<file path="src/rtl/color_select_ctrl.sv">
// Two-button colour selector: synchronized, debounced "next" and "load" presses
// step or load a 3-bit RGB index, with a one-cycle strobe whenever it is written.
module color_select_ctrl #(
  parameter int DEBOUNCE_CYCLES = 250000
) (
  input  logic       Pixel_clock,
  input  logic       Reset,
  input  logic       btn_next,
  input  logic       btn_load,
  input  logic [2:0] sw_rgb,
  output logic       R_sel,
  output logic       G_sel,
  output logic       B_sel,
  output logic       change_color
);

  localparam logic [1:0]  RELEASED  = 2'd0;
  localparam logic [1:0]  PRESS_CHK = 2'd1;
  localparam logic [1:0]  HELD      = 2'd2;
  localparam logic [1:0]  REL_CHK   = 2'd3;
  localparam logic [17:0] CNT_LAST  = 18'(DEBOUNCE_CYCLES - 1);

  // Button vectors: bit 0 = next, bit 1 = load.
  logic [1:0]  sync1_d, sync1_q, sync2_q;
  logic [1:0]  st_d   [2];
  logic [1:0]  st_q   [2];
  logic [17:0] cnt_d  [2];
  logic [17:0] cnt_q  [2];
  logic [1:0]  press_ev;
  logic [2:0]  index_d, index_q;
  logic        change_d, change_q;

  always_comb begin
    sync1_d = {btn_load, btn_next};
    for (int b = 0; b < 2; b++) begin
      st_d[b]     = st_q[b];
      cnt_d[b]    = cnt_q[b];
      press_ev[b] = 1'b0;
      case (st_q[b])
        RELEASED: begin
          if (sync2_q[b]) begin
            st_d[b]  = PRESS_CHK;
            cnt_d[b] = '0;
          end
        end
        PRESS_CHK: begin
          if (!sync2_q[b]) begin
            st_d[b] = RELEASED;
          end else if (cnt_q[b] == CNT_LAST) begin
            st_d[b]     = HELD;
            press_ev[b] = 1'b1;
          end else begin
            cnt_d[b] = cnt_q[b] + 18'd1;
          end
        end
        HELD: begin
          if (!sync2_q[b]) begin
            st_d[b]  = REL_CHK;
            cnt_d[b] = '0;
          end
        end
        REL_CHK: begin
          if (sync2_q[b]) begin
            st_d[b] = HELD;
          end else if (cnt_q[b] == CNT_LAST) begin
            st_d[b] = RELEASED;
          end else begin
            cnt_d[b] = cnt_q[b] + 18'd1;
          end
        end
        default: st_d[b] = RELEASED;
      endcase
    end

    // A load in the same cycle as a next press overrides the increment.
    index_d = index_q;
    if (press_ev[1]) begin
      index_d = sw_rgb;
    end else if (press_ev[0]) begin
      index_d = index_q + 3'd1;
    end
    change_d = |press_ev;
  end

  always_ff @(posedge Pixel_clock or posedge Reset) begin
    if (Reset) begin
      sync1_q  <= '0;
      sync2_q  <= '0;
      for (int b = 0; b < 2; b++) begin
        st_q[b]  <= RELEASED;
        cnt_q[b] <= '0;
      end
      index_q  <= '0;
      change_q <= 1'b0;
    end else begin
      sync1_q  <= sync1_d;
      sync2_q  <= sync1_q;
      for (int b = 0; b < 2; b++) begin
        st_q[b]  <= st_d[b];
        cnt_q[b] <= cnt_d[b];
      end
      index_q  <= index_d;
      change_q <= change_d;
    end
  end

  assign R_sel        = index_q[2];
  assign G_sel        = index_q[1];
  assign B_sel        = index_q[0];
  assign change_color = change_q;

endmodule

</file>
<file path="config.mk">
export PLATFORM = sky130hd
export DESIGN_NAME = color_select_ctrl
export DESIGN_NICKNAME = d
export VERILOG_FILES = /design/src/rtl/color_select_ctrl.sv
export SDC_FILE = /design/constraint.sdc
export NUM_CORES = 1
export LEC_CHECK = 0
export BUFFER_PORTS_ARGS = -buffer_cell sky130_fd_sc_hd__buf_2
export CORE_ASPECT_RATIO = 1.4
export CORE_MARGIN = 3
export CORE_UTILIZATION = 40
export DETAILED_ROUTE_END_ITERATION = 12
export MAX_ROUTING_LAYER = met4
export PLACE_DENSITY_LB_ADDON = 0.15
export SYNTH_ARGS = -nofsm -noshare
export SYNTH_HDL_FRONTEND = slang
export SYNTH_SLANG_ARGS = --single-unit
</file>
<file path="constraint.sdc">
create_clock -name Pixel_clock -period 3.87 [get_ports Pixel_clock]
set_input_delay 0.774 -clock Pixel_clock [delete_from_list [all_inputs] [get_ports Pixel_clock]]
set_output_delay 0.774 -clock Pixel_clock [all_outputs]
set_load 0.01 [all_outputs]
</file>
After elaboration in Yosys (flattened, before gate mapping)

Index checks and enable logic that the tools add are counted.

Flip-flop bits (word level): 48
Bits of input ports: 7
Output and inout bits: 4
Word-level logic and storage cells: 73

$add $sub $neg: 3
Equal/unequal tests: 20
Mux-type cells: 34
Reductions and logical operators: 8

Operators with widths:

| kind                  | count |
|---|---|
| $mux 18               | 10 |
| $pmux 18 s4           | 2 |
| $add 18x1->18 const B | 2 |
| $eq 18x18->1 const B  | 2 |
| $mux 2                | 12 |
| $ne 2x2->1 const B    | 8 |
| $pmux 2 s4            | 2 |
| $reduce_and 4->1      | 4 |
| $ne 3x3->1 const B    | 4 |
| $eq 2x2->1 const B    | 4 |
| $mux 1                | 6 |
| $mux 3                | 2 |
| $eq 2x1->1 const B    | 2 |
| $logic_not 2->1       | 2 |
| $add 3x1->3 const B   | 1 |
| $reduce_bool 2->1     | 1 |
| $reduce_or 2->1       | 1 |

Logic depth before layout (Yosys ltp)

Gate-level depths: netlist of run 1.

Word-level depth: 6
Depth in mapped cells: 7
Depth with buffers taken out: 6

Worst setup path after synthesis of run 1

Ideal clock, no wire load.

Path type: register to register
From: register cnt_q[27] (netlist name)
To: register index_q[1]
Library setup time: 0.127 ns
Arrival time: 2.219 ns
Required time: 3.743 ns
Slack: 1.524 ns
Cell stages (with the launch flop): 6
Buffers on the path: 0
Period minus slack after synthesis: 2.346 ns
Cells stage by stage: dfrtp_1 or4b_1 or4_4 nor3_4 mux2_1 mux2_1

Longest elaborated chain between the ends: 5

RTL lines:

| what                               | line | text |
|---|---|---|
| start: declaration                 | 28   | `logic [17:0] cnt_q [2];` |
| start signal: indexed assignment   | 100  | `cnt_q[b] <= cnt_d[b];` |
| $eq 18x18->1                       | 49   | `end else if (cnt_q[b] == CNT_LAST) begin` |
| $mux 1                             | 49   |  |
| $mux 1                             | 47   | `if (!sync2_q[b]) begin` |
| $mux 1                             | 39   | `case (st_q[b])` |
| $reduce_bool 2->1 (no source line) | --   |  |
| end signal: assignment             | 102  | `index_q <= index_d;` |
| end: declaration                   | 30   | `logic [2:0] index_d, index_q;` |

Every way passes these cells.
A chain may end at the register's enable or synchronous reset.

Worst setup path after layout of run 1

From: register cnt_q[0] (netlist name)
To: register cnt_q[7] (netlist name)

Longest elaborated chain between the ends: 4
Elaborated cells between the ends (all ways): 6
Classes of those cells: 1 x add/sub; 1 x eq/ne; 4 x mux

RTL lines:

| what                                                 | line |
|---|---|
| $add 18x1->18 / $eq 18x18->1 (equally long branches) | -- |
| $mux 18 (*)                                          | 49, 65 |
| $mux 18, on equally long branches                    | 63, 47 |
| $pmux 18 s4 (*)                                      | 39 |

Mark *: on every way between the ends. The rest lies on a longest branch, timed or not. The select of a mux whose other input is x is not followed.

==> results.sh, run 1 <==
export IMPL_status="complete, no violations"
export IMPL_dpl_cell_count=351
export IMPL_fin_skew_ps=7.71
export IMPL_crit_path_cell_trace="ha_1, nand3_1, or3_1, o31ai_2, o21ai_0, o21ai_0"
export IMPL_cts_resized=0
export IMPL_portBuffers=10
export IMPL_n_fill_cell=644
export IMPL_cts_buffers=5
export IMPL_min_period_ps=2530
export IMPL_drcViolationCount=0
export IMPL_synth_edf_count=0
export IMPL_syn_inst=276
export IMPL_ant_nets=0
export IMPL_peakVddDrop_mv=0.196
export IMPL_grt_pass1_vias=2054
export IMPL_yosysTopAreaCell="dfrtp_1"
export IMPL_cts_sinks=48
export IMPL_via_per_inst=5.78
export IMPL_antenna_found_initial=0
export IMPL_vias=2071
export IMPL_area_delta_synth_final_pct=7.84
export IMPL_hp_class="flop to flop"
export IMPL_asyncSetResetFlopFracSynth=1.00
export IMPL_clockBufferDepth=2
export IMPL_initial_core_util=0.416
export IMPL_cts_setup_buffers=0
export IMPL_cts_hold_buffers_added=0
export IMPL_relSlewSlack=0.299
export IMPL_yosysMostFrequentCell="dfrtp_1"
export IMPL_cap_violations=0
export IMPL_dieWidth_um=74.4
export IMPL_reg2reg_depth=6
export IMPL_grt_overflow_total=0
export IMPL_grt_max_degree=49
export IMPL_cp_required_ps=4090
export IMPL_hold_path_depth=0
export IMPL_clock_latency_ps=300
export IMPL_syn_num_nets=286
export IMPL_leakage_uw=0.00122
export IMPL_syn_area_um2=2620
export IMPL_worstSetupPathType="flop to flop"
export IMPL_crit_buf_inv=0
export IMPL_cp_top_family="compound AO/OA/AOI/OAI gates"
export IMPL_nets=296
export IMPL_path_max_fanout=15
export IMPL_drt_iter0_markers=103
export IMPL_ys_seq_area_frac=0.459
export IMPL_max_stage_delay_ps=850
export IMPL_regArea_um2=1200
export IMPL_finalCritPeriodShare=0.653
export IMPL_yosys_warnings=0
export IMPL_crit_top_cell="o21ai_0"
export IMPL_power_density_nw_per_um2=314
export IMPL_crit_path_top_delay_cell="o31ai_2"
export IMPL_start_kind="flop"
export IMPL_grtUsageTotal=0.168
export IMPL_finalWirelength_um=5560
export IMPL_instances_no_fill=358
export IMPL_worstPathArrival_ps=2740
export IMPL_yosysTopAreaCellShare=0.459
export IMPL_ys_ff_latch=48
export IMPL_cts_root_buf="clkbuf_8"
export IMPL_multiInputGateArea_um2=1360
export IMPL_place_congestion=0.773
export IMPL_slew_violations=0
export IMPL_synth_area_leaders="dfrtp_1 (46%), nand2_1 (6.3%), nand3_1 (6.1%)"
export IMPL_htree_levels=2
export IMPL_dieArea_um2=7570
export IMPL_cts_tree="done"
export IMPL_rows=34
export IMPL_coreArea_um2=6300
export IMPL_tightestPinTransition_ps=1040
export IMPL_dpl_hpwl_um=3830
export IMPL_rsz0062_at_grt="false"
export IMPL_grt_first_pass_wirelength_um=9630
export IMPL_synth_top_cells_by_count="dfrtp_1 (48), nand2_1 (44), nand3_1 (32), nor2_1 (13), o21ai_0 (12)"
export IMPL_diodes=0
export IMPL_clk_pin_slew_ps=90
export IMPL_layout_drive_gt1_share=0.136
export IMPL_endpoint_kind="flop"
export IMPL_fin_tns_setup_ps=0
export IMPL_ys_flop_type="dfrtp_1"
export IMPL_hold_violations=0
export IMPL_dr_pass1_iters=4
export IMPL_setup_violations=0
export IMPL_fmax_ghz=0.396
export IMPL_die_h_um=102
export IMPL_netlist_cell_type_count=52
export IMPL_avgSynthCellArea_um2=9.49
export IMPL_critical_path_depth=6
export IMPL_ioPinCount=11
export IMPL_routedWlPerCell_um=15.5
## layout by cell type, fill, tap and decap left out, drive strengths merged, types with 2 or more instances in the layout
master,Yosys,layout
buf,1,12
and2,3,3
and4,2,2
o211ai,3,3
a22o,12,12
nand4,3,3
or2,2,2
clkbuf,8,6
nand4b,3,3
or4b,2,2
xnor2,4,4
inv,7,7
or4,3,3
o21bai,2,2
o31ai,3,3
xor2,4,4
nor2b,2,2
or3,3,3
a21oi,7,7
o311ai,4,4
nand2,44,44
ha,3,3
o21ai,12,12
nand3,32,32
nor3b,2,2
dfrtp,48,48
nor2,14,14
mux2,11,11
mux2i,5,5
and3,6,6
nor3,5,5
nor4,5,5
## routing by layer
metal  vias up  wire (um)  GRT usage
met1      1016       2380      0.192
li1       1034          -          -
met5         -          0          -
met4         0        125     0.0644
met2        14       2960      0.289
met3         7         92     0.0268
## final cells by class
cell class,count,area share
multi-input combinational,212,0.483
sequential,48,0.425
tap,72,0.0319
clock buffer,6,0.0257
timing repair buffer,12,0.0230
inverter,7,0.00930
clock inverter,1,0.00177
## cells by family after synthesis
| logic type | Yosys count | synth area share |
|---|---|---|
| compound gates | 51 | 0.142 |
| mux | 16 | 0.0664 |
| buf+inv | 16 | 0.0234 |
| flops | 48 | 0.459 |
| simple gates | 134 | 0.269 |
| fa+ha+maj | 3 | 0.0143 |
| xor+xnor | 8 | 0.0268 |
## power by group
group | internal, uW | switching [uW]
sequential | 515 | 17.4
clock | 123 | 167
combinational | 24.9 | 40.6
## through the flow
step | util | total power, uW | hold WS, ps | cell area, um^2 | setup slack, ps
2_1_floorplan | - | 588 | 331 | 2620 | 1520
3_3_place_gp | 0.436 | 609 | 332 | 2750 | 1390
3_5_place_dp | 0.436 | 609 | 336 | 2750 | 1370
4_1_cts | 0.449 | 905 | 356 | 2820 | 1330
5_1_grt | 0.449 | 934 | 374 | 2820 | 1050
6_report | 0.449 | 887 | 353 | 2820 | 1340
## registers in the layout (all words and copies together), names as in the netlist, named ones only
name,count
change_color,1
index_q,3
cnt_q,36
sync2_q,2
st_q,2
sync1_q,2
## final timing paths
path | slack, ps | end | start
setup / recovery | 1340 | cnt_q[7] | cnt_q[0]
hold / removal | 350 | sync2_q[1] | sync1_q[1]
setup reg to reg | 1340 | cnt_q[7] | cnt_q[0]
hold reg to reg | 350 | sync2_q[1] | sync1_q[1]
max in group asynchronous | 2530 | cnt_q[12] | Reset
min in group asynchronous | 710 | sync1_q[1] | Reset
No activity file was read; power rests on OpenSTA's default activity.
==> run 2, diff against run 1 <==
==> constraint.sdc (replaced) <==
create_clock -name Pixel_clock -period 2.2 [get_ports Pixel_clock]
set_input_delay 0.44 -clock Pixel_clock [delete_from_list [all_inputs] [get_ports Pixel_clock]]
set_output_delay 0.44 -clock Pixel_clock [all_outputs]
set_load 0.01 [all_outputs]
==> run 2 against run 1 <==
  * The run now ends with negative setup slack left
  * Non-clock buffer count increased by 28
  * Via count increased by 6.3%
  * Combinational power increased by 120%
==> results.sh, run 2 (same netlist as run 1, synthesis figures left out) <==
export IMPL_status="complete, but fails checks"
export IMPL_slew_violations=0
export IMPL_intPower_uw=1310
export IMPL_clock_latency_ps=300
export IMPL_layout_commonest_cell="dfrtp_1"
export IMPL_violations="negative setup slack"
export IMPL_reg2reg_depth=5
export IMPL_area_delta_synth_final_pct=17.6
export IMPL_grt_overflow_total=0
export IMPL_layout_drive_gt1_share=0.229
export IMPL_cap_violations=0
export IMPL_antenna_found_initial=0
export IMPL_start_kind="flop"
export IMPL_ioPinCount=11
export IMPL_cts_tree="done"
export IMPL_htree_levels=2
export IMPL_drt_iter0_markers=130
export IMPL_seqPwrFrac=0.547
export IMPL_cts_sinks=48
export IMPL_routedWlPerCell_um=14.6
export IMPL_diodes=0
export IMPL_fin_total_pwr_uw=1700
export IMPL_power_share_switching=0.232
export IMPL_rsz0062_at_grt="true"
export IMPL_dieArea_um2=7570
export IMPL_crit_top_cell="mux2_4"
export IMPL_hold_violations=0
export IMPL_n_fill_cell=619
export IMPL_net_switching_power_uw=396
export IMPL_largest_reg_flops=36
export IMPL_drcViolationCount=0
export IMPL_p_comb_frac=0.085
export IMPL_crit_buf_inv=0
export IMPL_peakVddDrop_mv=0.336
export IMPL_rows=34
export IMPL_fmax_ghz=0.445
export IMPL_relSlewSlack=0.582
export IMPL_largest_register="cnt_q"
export IMPL_via_per_inst=5.69
export IMPL_crit_path_top_delay_cell="or4b_4"
export IMPL_nets=324
export IMPL_dieWidth_um=74.4
export IMPL_pwr_share_clk=0.368
export IMPL_worstSetupPathType="flop to flop"
export IMPL_clk_pin_slew_ps=90
export IMPL_place_congestion=0.821
export IMPL_setup_violations=1
export IMPL_tightestPinTransition_ps=627
export IMPL_leakage_uw=0.00139
export IMPL_min_period_ps=2250
export IMPL_hold_path_depth=1
export IMPL_fin_skew_ps=12.8
export IMPL_grt_max_degree=49
export IMPL_finalWirelength_um=5650
export IMPL_cts_root_buf="clkbuf_8"
export IMPL_grt_pass1_vias=2137
export IMPL_clockBufferDepth=2
export IMPL_grt_first_pass_wirelength_um=9980
export IMPL_cts_buffers=5
export IMPL_vias=2202
export IMPL_cp_required_ps=2390
export IMPL_crit_path_cell_trace="or4b_4, or4_4, nor3_4, mux2_4, mux2_4"
export IMPL_cp_top_family="simple AND/OR/NAND/NOR gates"
export IMPL_coreArea_um2=6300
export IMPL_mostFrequentLayoutCells="dfrtp_1 (48), nand2_1 (44), nand3_1 (32)"
export IMPL_path_max_fanout=2
export IMPL_fin_tns_setup_ps=-46.0
export IMPL_ant_nets=0
export IMPL_reg_top3="cnt_q: 36 flops, index_q: 3 flops"
export IMPL_portBuffers=10
export IMPL_worstPathArrival_ps=2430
export IMPL_dpl_hpwl_um=4120
export IMPL_power_density_nw_per_um2=553
export IMPL_critical_path_depth=5
export IMPL_initial_core_util=0.416
export IMPL_max_stage_delay_ps=540
export IMPL_dr_pass1_iters=6
export IMPL_hp_class="input port to flop"
export IMPL_grtUsageTotal=0.175
export IMPL_fin_ws_ps=-46.0
export IMPL_finalCritPeriodShare=1.02
export IMPL_endpoint_kind="flop"
export IMPL_die_h_um=102
==> run 2: final cells by class <==
type	instances	area, um^2	area share
Multi-Input combinational cell	212	1380	0.448
Sequential cell	48	1200	0.390
Timing Repair Buffer	40	275	0.0894
Tap cell	72	90.1	0.0293
Clock buffer	6	72.6	0.0236
Clock inverter	2	35.0	0.0114
Inverter	7	26.3	0.00853
==> run 2: path summary, 6_finish.rpt <==
check | startpoint | to | slack, ps
worst max-delay path | cnt_q[27] | index_q[1] | -50
worst min-delay path | btn_next | sync1_q[0] | 250
worst max register to register | cnt_q[27] | index_q[1] | -50
worst min register to register | sync1_q[1] | sync2_q[1] | 370
max in group asynchronous | Reset | cnt_q[1] | 1470
min in group asynchronous | Reset | change_color | 290
==> run 2: repair_timing <==
item                       4_1_cts  5_1_grt
setup endpoints to repair        1        4
buffers inserted                 0        1
hold buffers                     0        0
gates resized for setup          3        1
hold endpoints to repair         0        0
==> run 2: worst reg2reg max path, delay by kind of cell (launching register included) <==
| kind | cells | cell delay, ps |
|---|---|---|
| DFF | 1 | 390 |
| muxes | 2 | 570 |
| and+or+nand+nor | 3 | 1160 |
==> run 2: metal layers <==
metal / vias to the layer above / global-route usage / part of all wire
li1: 1089 / - / -
met1: 1058 / 0.201 / 0.42
met2: 43 / 0.299 / 0.53
met3: 12 / 0.0238 / 0.027
met4: 0 / 0.0767 / 0.030
met5: - / - / 0
==> run 2: power groups by stage <==
stage,Clock [uW],Combinational [uW],Sequential [uW]
2_1_floorplan,0,88.9,945
3_3_place_gp,0,145,948
6_report,626,145,931
3_5_place_dp,0,147,948
4_1_cts,654,149,931
5_1_grt,690,165,936
==> run 2: stage by stage <==
| step | hold WS (ps) | area [um^2] | util | instances | setup WS [ps] |
|---|---|---|---|---|---|
| 3_3_place_gp | 334 | 2950 | 0.468 | 378 | -42.2 |
| 4_1_cts | 230 | 3070 | 0.487 | 386 | -43.6 |
| 5_1_grt | 227 | 3080 | 0.489 | 387 | -95.3 |
| 2_1_floorplan | 331 | 2620 | - | 276 | -96.3 |
| 3_5_place_dp | 349 | 2950 | 0.468 | 378 | -79.5 |
| 6_report | 246 | 3080 | 0.489 | 387 | -46.0 |
